--- config.mk ---
export PLATFORM = sky130hd
export DESIGN_NAME = ifetch_flat
export DESIGN_NICKNAME = d
export VERILOG_FILES = /design/src/rtl/ifetch_pkg.sv /design/src/rtl/ifetch_if.sv /design/src/rtl/ifetch_reg.sv /design/src/rtl/ifetch.sv /design/src/flat_wrapper.sv
export SDC_FILE = /design/constraint.sdc
export NUM_CORES = 1
export LEC_CHECK = 0
export ABC_AREA = 1
export BUFFER_PORTS_ARGS = -buffer_cell sky130_fd_sc_hd__buf_2
export CAP_MARGIN = 30
export CORE_MARGIN = 2
export CORE_UTILIZATION = 47
export CTS_CLUSTER_SIZE = 10
export DETAILED_ROUTE_END_ITERATION = 12
export GPL_ROUTABILITY_DRIVEN = 0
export PLACE_DENSITY = 0.86
export SLEW_MARGIN = 20
export SYNTH_ARGS = -nofsm -noshare
export SYNTH_HDL_FRONTEND = slang
export SYNTH_SLANG_ARGS = --single-unit
--- constraint.sdc ---
create_clock -name clock -period 3.69 [get_ports clock]
set_input_delay 0.5535 -clock clock [delete_from_list [all_inputs] [get_ports clock]]
set_output_delay 0.5535 -clock clock [all_outputs]
set_load 0.01 [all_outputs]
--- src/rtl/ifetch_pkg.sv ---
// ifetch shared definitions: FSM state encoding and default widths.
// Used by the ifetch core; IFETCH_PREFETCH_EN enables the PREF state.
package ifetch_pkg;

  localparam int DEF_DATA_WIDTH   = 16;
  localparam int DEF_ADDR_WIDTH   = 16;
  localparam int DEF_OPCODE_WIDTH = 7;

  typedef enum logic [1:0] {
    IDLE = 2'd0,
    REQ  = 2'd1,
    PREF = 2'd2
  } state_e;

endpackage

--- src/rtl/ifetch_if.sv ---
// Instruction memory read bus between ifetch (master) and memory.
// Read data is qualified by mem_ready.
interface ifetch_if #(
  parameter int DATA_WIDTH = 16,
  parameter int ADDR_WIDTH = 16
);

  logic [ADDR_WIDTH-1:0] mem_addr;
  logic                  mem_read;
  logic [DATA_WIDTH-1:0] mem_data;
  logic                  mem_ready;

  modport master (
    output mem_addr,
    output mem_read,
    input  mem_data,
    input  mem_ready
  );

  modport slave (
    input  mem_addr,
    input  mem_read,
    output mem_data,
    output mem_ready
  );

endinterface

--- src/rtl/ifetch_reg.sv ---
// Enable-gated register with asynchronous active-low reset value.
// Shared building block for pc, ir, flags and prefetch buffer.
module ifetch_reg #(
  parameter int           W   = 16,
  parameter logic [W-1:0] RST = '0
) (
  input  logic         clk,
  input  logic         rst_n,
  input  logic         en,
  input  logic [W-1:0] d,
  output logic [W-1:0] q
);

  always_ff @(posedge clk or negedge rst_n) begin
    if (!rst_n) q <= RST;
    else if (en) q <= d;
  end

endmodule

--- src/rtl/ifetch.sv ---
// Instruction fetch unit: pc, instruction register and status flags.
// Define IFETCH_PREFETCH_EN to add a one-word prefetch buffer.
module ifetch
  import ifetch_pkg::*;
#(
  parameter int DATA_WIDTH   = DEF_DATA_WIDTH,
  parameter int ADDR_WIDTH   = DEF_ADDR_WIDTH,
  parameter int OPCODE_WIDTH = DEF_OPCODE_WIDTH,
  parameter int INITIAL_PC   = 0
) (
  input  logic                           clock,
  input  logic                           notReset,
  input  logic                           fetch,
  input  logic                           pc_load,
  input  logic [ADDR_WIDTH-1:0]          pc_in,
  input  logic                           flags_load,
  input  logic                           alu_carry,
  input  logic                           alu_zero,
  ifetch_if.master                       mem,
  output logic [OPCODE_WIDTH-1:0]        opcode,
  output logic                           carry,
  output logic                           zero,
  output logic [DATA_WIDTH-OPCODE_WIDTH-1:0] operand,
  output logic                           busy
);

  localparam logic [ADDR_WIDTH-1:0] PC_RST =
    ADDR_WIDTH'(INITIAL_PC);

`ifdef IFETCH_PREFETCH_EN
  localparam state_e LOAD_NEXT = PREF;
`else
  localparam state_e LOAD_NEXT = IDLE;
`endif

  state_e                state_q, state_d;
  logic [ADDR_WIDTH-1:0] pc_q, pc_d, pc_inc;
  logic                  pc_en;
  logic [DATA_WIDTH-1:0] ir_q, ir_d;
  logic                  ir_en;

`ifdef IFETCH_PREFETCH_EN
  logic [DATA_WIDTH-1:0] pbuf_q, pbuf_d;
  logic                  pbuf_en;
  logic                  pval_q, pval_d;
`endif

  assign pc_inc = pc_q + 1'b1;

  always_ff @(posedge clock or negedge notReset) begin
    if (!notReset) state_q <= IDLE;
    else state_q <= state_d;
  end

  always_comb begin
    state_d = state_q;
    pc_d    = pc_q;
    pc_en   = 1'b0;
    ir_d    = mem.mem_data;
    ir_en   = 1'b0;
`ifdef IFETCH_PREFETCH_EN
    pbuf_d  = mem.mem_data;
    pbuf_en = 1'b0;
    pval_d  = pc_load ? 1'b0 : pval_q;
`endif
    unique case (state_q)
      IDLE: begin
        if (pc_load) begin
          pc_d  = pc_in;
          pc_en = 1'b1;
        end
`ifdef IFETCH_PREFETCH_EN
        if (fetch && pval_q && !pc_load) begin
          ir_d    = pbuf_q;
          ir_en   = 1'b1;
          pc_d    = pc_inc;
          pc_en   = 1'b1;
          pval_d  = 1'b0;
          state_d = PREF;
        end else if (fetch) begin
          state_d = REQ;
        end
`else
        if (fetch) state_d = REQ;
`endif
      end
      REQ: begin
        // an abort wins over completion in the same cycle
        if (pc_load) begin
          pc_d    = pc_in;
          pc_en   = 1'b1;
          state_d = IDLE;
        end else if (mem.mem_ready) begin
          ir_en   = 1'b1;
          pc_d    = pc_inc;
          pc_en   = 1'b1;
          state_d = LOAD_NEXT;
        end
      end
`ifdef IFETCH_PREFETCH_EN
      PREF: begin
        if (pc_load) begin
          pc_d    = pc_in;
          pc_en   = 1'b1;
          state_d = fetch ? REQ : IDLE;
        end else if (fetch && mem.mem_ready) begin
          ir_en   = 1'b1;
          pc_d    = pc_inc;
          pc_en   = 1'b1;
          state_d = PREF;
        end else if (fetch) begin
          state_d = REQ;
        end else if (mem.mem_ready) begin
          pbuf_en = 1'b1;
          pval_d  = 1'b1;
          state_d = IDLE;
        end
      end
`endif
      default: state_d = IDLE;
    endcase
  end

  ifetch_reg #(.W(ADDR_WIDTH), .RST(PC_RST)) u_pc (
    .clk(clock), .rst_n(notReset), .en(pc_en),
    .d(pc_d), .q(pc_q)
  );

  ifetch_reg #(.W(DATA_WIDTH)) u_ir (
    .clk(clock), .rst_n(notReset), .en(ir_en),
    .d(ir_d), .q(ir_q)
  );

  ifetch_reg #(.W(2)) u_flags (
    .clk(clock), .rst_n(notReset), .en(flags_load),
    .d({alu_carry, alu_zero}), .q({carry, zero})
  );

`ifdef IFETCH_PREFETCH_EN
  ifetch_reg #(.W(DATA_WIDTH)) u_pbuf (
    .clk(clock), .rst_n(notReset), .en(pbuf_en),
    .d(pbuf_d), .q(pbuf_q)
  );

  ifetch_reg #(.W(1)) u_pval (
    .clk(clock), .rst_n(notReset), .en(1'b1),
    .d(pval_d), .q(pval_q)
  );
`endif

  assign mem.mem_addr = pc_q;
  assign mem.mem_read = (state_q == REQ) || (state_q == PREF);
  assign busy         = (state_q == REQ);
  assign opcode       = ir_q[DATA_WIDTH-1 -: OPCODE_WIDTH];
  assign operand      = ir_q[DATA_WIDTH-OPCODE_WIDTH-1:0];

endmodule
--- src/flat_wrapper.sv ---
// flat-port wrapper written by rule: the top's interface ports become plain ports
module ifetch_flat import ifetch_pkg::*;
#(
  parameter int DATA_WIDTH   = DEF_DATA_WIDTH,
  parameter int ADDR_WIDTH   = DEF_ADDR_WIDTH,
  parameter int OPCODE_WIDTH = DEF_OPCODE_WIDTH,
  parameter int INITIAL_PC   = 0
)
  (clock, notReset, fetch, pc_load, pc_in, flags_load, alu_carry, alu_zero, opcode, carry, zero, operand, busy, mem_mem_addr, mem_mem_read, mem_mem_data, mem_mem_ready);
  ifetch_if #(.DATA_WIDTH(DATA_WIDTH), .ADDR_WIDTH(ADDR_WIDTH)) mem_i ();
  input  logic clock;
  input  logic notReset;
  input  logic fetch;
  input  logic pc_load;
  input  logic [ADDR_WIDTH-1:0] pc_in;
  input  logic flags_load;
  input  logic alu_carry;
  input  logic alu_zero;
  output logic [OPCODE_WIDTH-1:0] opcode;
  output logic carry;
  output logic zero;
  output logic [DATA_WIDTH-OPCODE_WIDTH-1:0] operand;
  output logic busy;
  output wire logic [$bits(mem_i.mem_addr)-1:0] mem_mem_addr;
  output wire logic [$bits(mem_i.mem_read)-1:0] mem_mem_read;
  input wire logic [$bits(mem_i.mem_data)-1:0] mem_mem_data;
  input wire logic [$bits(mem_i.mem_ready)-1:0] mem_mem_ready;
  assign mem_mem_addr = mem_i.mem_addr;
  assign mem_mem_read = mem_i.mem_read;
  assign mem_i.mem_data = mem_mem_data;
  assign mem_i.mem_ready = mem_mem_ready;
  ifetch #(.DATA_WIDTH(DATA_WIDTH), .ADDR_WIDTH(ADDR_WIDTH), .OPCODE_WIDTH(OPCODE_WIDTH), .INITIAL_PC(INITIAL_PC)) u_core (.clock(clock), .notReset(notReset), .fetch(fetch), .pc_load(pc_load), .pc_in(pc_in), .flags_load(flags_load), .alu_carry(alu_carry), .alu_zero(alu_zero), .mem(mem_i), .opcode(opcode), .carry(carry), .zero(zero), .operand(operand), .busy(busy));
endmodule
# Word level (Yosys, flattened, before mapping)
# Cells that the tools add are included.
# Widths: inputs -> output; s select.
# classes
add_sub_neg	1
n_eq_ne	5
n_mux	14
n_reduce_logical	5
# ops
operator	count
$mux 16	3
$pmux 16 s2	1
$add 16x1->16 const B	1
$mux 2	3
$mux 1	5
$ne 2x2->1 const B	2
$pmux 2 s2	1
$reduce_and 4->1	1
$ne 3x2->1 const B	1
$eq 2x1->1 const B	1
$eq 2x2->1 const B	1
$logic_not 2->1	1
$pmux 1 s2	1
$reduce_and 2->1	1
$reduce_bool 2->1	1
$logic_or 1x1->1	1
# totals
register_bits	36
input_bits	40
out_inout_bits	36

# Depth between registers and ports, before layout
# depth
ltp_word	4
depth_mapped	8
depth_no_buf	8

# Hierarchy
# From an unflattened synthesis, not the netlist that was laid out.
# unflattened
hier_cells	292
area_unflattened_um2	2095.8
# by_module_without_submodules
module	n_inst	cells_each	area_per_inst_um2
ifetch_reg at u_core.u_ir ...	2	68	644.4
ifetch	1	147	730.7
ifetch_reg at u_core.u_flags	1	9	76.3

# Worst setup path before layout
# No wires, ideal clock.
# synth_timing
kind	in2reg
startpoint	input port pc_load
endpoint	register u_core.u_pc.q[10]
arrival_time_ns	1.346
required_time_ns	3.567
slack_ns	2.221
stages	7
n_path_buf	1
cell_sequence	buf_4 > inv_2 > nand2_1 > inv_2 > nand3_1 > o22ai_1 > a21oi_1
# synth_between
elab_chain_len	3
# synth_rtl
item	line_no	text
from (decl)	flat_wrapper.sv:14	input logic pc_load;
$mux 1, on equally long branches	ifetch.sv:89, ifetch.sv:68	
$pmux 1 s2	ifetch.sv:66	unique case (state_q)
$reduce_and 4->1 (no source line)	-	
to (signal assigned)	ifetch_reg.sv:15	if (!rst_n) q <= RST;
to (signal assigned)	ifetch_reg.sv:16	else if (en) q <= d;
to (decl)	ifetch_reg.sv:11	output logic [W-1:0] q
# Several ways; a longest one is shown, not always the timed one.
# A chain may end at the register's enable or synchronous reset.

# Final worst setup path
# layout_timing
startpoint	input port pc_load
endpoint	register u_core.u_pc.q[4]
# The elaborated chain is that of the path after synthesis.

==> results.txt <==
status -> finished clean
Die W -> 66.7 um
Area Overhead vs Synth -> 26.0%
ratio of cells with drive above 1 in the final layout -> 35.7%
PortBufs -> 75
Hold WC Path Type -> primary input to asynchronous set/reset pin
Slowest cell on crit path -> nand2_1
Yosys cell types -> 26
DRC errors left -> 0
Setup WS post-layout -> 2.00 ns
Clock power frac -> 25.0%
multi-input logic area -> 838 um2
Ant. Diodes -> 0
Setup TNS -> 0 ns
Post-CTS Setup Inserts -> 0
pins over their slew limit -> 0
Initial Util -> 49.8%
TritonCTS clock tree -> done
CTS Buf Count -> 5
final core utilization -> 62.8%
Slew HR -> 48.9%
syn nets -> 263
startpoint types -> primary input
met2 wire len -> 2050 um
Sequential Power Share -> 47.4%
number of global-route vias before repair -> 1746
period utilisation layout -> 45.7%
vias per cell -> 5.25
Post-synth EDFFs -> 0
YS warnings -> 0
crit-path cells -> buf_2 -> inv_2 -> nand2_1 -> inv_2 -> nor4_1 -> nor3_1
initial antenna violation count -> 0
Synth Flop Type -> dfrtp_1
final setup vio count -> 0
Total GRT Usage -> 22.1%
largest net degree at the start of global routing -> 36
H-tree Lvls -> 2
Peak supply drop -> 0.316 mV
drt wl/cell -> 13.0 um
Clock Root Buffer -> clkbuf_8
Synth async-reset ratio -> 100%
multiplexer share of the synthesized area -> 11.4%
highest metal used -> met4
DP Wirelength -> 3400 um
Max Fclk -> 593 MHz
die area -> 4450 um2
CP Data Required Time -> 3.90 ns
sw frac -> 32.9%
Post-Synth Adder-Cell Area -> 0.676%
Fin Hold WS -> 0.333 ns
# resized after CTS -> 0
Sink Count -> 35
grt total ovfl -> 0
unrepaired setup endpoints after global routing -> false
Design Area, Final -> 2330 um2
Final Hold Viols -> 0
Setup Skew -> 0.00425 ns
FP Rows -> 22
Mapped Avg Cell Area -> 8.34 um2
hold_buf cts -> 0
Min Clock Period, post-route -> 1.69 ns
sequential share of the synthesized area -> 47.3%
core area -> 3720 um2
Cell Int Power -> 0.725 mW
xor/xnor share of the synthesized area -> 0%
Post-Synth Simple-Gate Area -> 25.0%
Worst setup EP type -> flip-flop
Place WS -> 1.74 ns
slowest stage delay, CP -> 0.40 ns
clock-pin slew on the worst setup and hold paths -> 0.07 ns
DR vias -> 1828
Routed WL -> 4520 um
logic gate share of total power -> 27.6%
Final #Nets -> 340
Power Density -> 464 nW/um2
CP arrival -> 1.89 ns
clk buf depth -> 2
die height -> 66.7 um
first-pass GRT wire length -> 7390 um
1st-pass router iterations -> 4
synth top area cells -> dfrtp_1, nand2_1, mux2_2
Sw Pwr -> 0.356 mW
worst-skew pair later-pin latency -> 0.28 ns
Reg area -> 876 um2
leakage dissipation -> 1.22 nW
Compound-Gate Fraction of Synth Area -> 8.25%
Yosys top cell area share -> 47.3%
Worst Tran Pin Value -> 0.767 ns
Synth area leader -> dfrtp_1
DR iter-0 viols -> 177
fill count -> 322
register bit total from synthesis -> 35
post-synthesis cell area -> 1850 um2
largest family of logic cells by synthesized area -> simple AND/OR/NAND/NOR gates
Post-Synthesis Cells -> 222
post-route ant nets -> 0
met3 wire len -> 440 um
critical path's most frequent cell -> inv_2
crit-path max FO -> 18
Placed Area -> 2250 um2
Setup CP Type -> primary input to flip-flop
max_cap viols -> 0
IO Count -> 76
M1 wire length -> 1960 um
-- path summary, 6_finish.rpt --
check	from	end	slack [ns]	depth (start not counted)
max in group asynchronous	notReset	u_core.u_pc.q[13]	2.86	1
worst min register to register	u_core.u_ir.q[12]	u_core.u_ir.q[12]	0.50	1
worst min-delay path	notReset	u_core.u_pc.q[5]	0.33	1
worst max register to register	u_core.state_q[0]	u_core.u_pc.q[4]	2.09	5
worst max-delay path	pc_load	u_core.u_pc.q[4]	2.00	6
min in group clock	fetch	u_core.state_q[0]	0.49	3
-- sequential cells by signal (all words and copies together) (netlist names) --
name and count:
u_core.u_ir.q 16, u_core.u_pc.q 16, u_core.u_flags.q 2, u_core.state_q 1
-- area by class of cell --
class	count	share of cell area, %
clock inverters	2	0.536
flip-flops and latches	35	37.6
repair buffers	75	16.1
clock buffers	6	3.11
multi-input cells	156	35.9
well taps	48	2.58
inverters	26	4.18
-- cell usage in the layout (no fill, tap or decap) --
cell type	instances
nor4_1	1
clkinvlp_4	1
clkinv_2	1
nand3_1	17
nand2_1	51
and2_1	1
clkbuf_1	1
a22oi_1	1
o21ai_0	16
a211oi_1	1
mux2_2	16
inv_2	4
nand3b_1	1
o22ai_1	5
inv_1	22
nand2_2	1
dfrtp_1	35
clkbuf_8	5
ha_1	1
a21oi_1	4
mux2_4	2
a31oi_1	1
nand2_4	1
nor2_2	1
nor3_1	3
buf_2	75
nor2_1	29
nand4_1	3
-- cells by family (layout without fill, tap and decap cells) --
| family | after synthesis | after routing |
|---|---|---|
| AND/OR/NAND/NOR | 109 | 109 |
| flip-flops | 35 | 35 |
| buffers and inverters | 31 | 109 |
| AO/OA/AOI/OAI | 28 | 28 |
| multiplexers | 18 | 18 |
| adder cells (fa/ha/maj) | 1 | 1 |
-- cell usage after synthesis, types with 2 or more instances --
cell / number
o22ai_1: 5
mux2_4: 2
nor3_1: 3
nor2_1: 29
inv_1: 22
dfrtp_1: 35
o21ai_0: 16
nand3_1: 17
nand2_1: 51
mux2_2: 16
nand4_1: 3
a21oi_1: 4
inv_2: 4
buf_4: 3
-- metal layers --
layer,GRT usage [%],vias up
met4,9.95,0
met2,35.9,96
li1,-,884
met5,0,-
met1,26.8,839
met3,7.09,9
-- critical path: cells and delay by family --
kind          cells  cell delay (ns)
buf+inv           3             0.69
simple gates      3             0.65
-- power groups by stage --
| stage | clock, mW | combinational [mW] | sequential, mW |
|---|---|---|---|
| after detailed placement | 0 | 0.301 | 0.517 |
| after global placement | 0 | 0.294 | 0.516 |
| after CTS | 0.281 | 0.302 | 0.512 |
| after floorplan | 0 | 0.141 | 0.546 |
| after global routing | 0.296 | 0.331 | 0.521 |
| final | 0.271 | 0.298 | 0.512 |
-- per-stage QoR --
stage                     power (mW)  cells
after floorplan                0.687    222
after global placement         0.810    340
after detailed placement       0.818    340
after CTS                       1.09    348
after global routing            1.15    348
final                           1.08    348
Power figures use the tool's default switching activity.
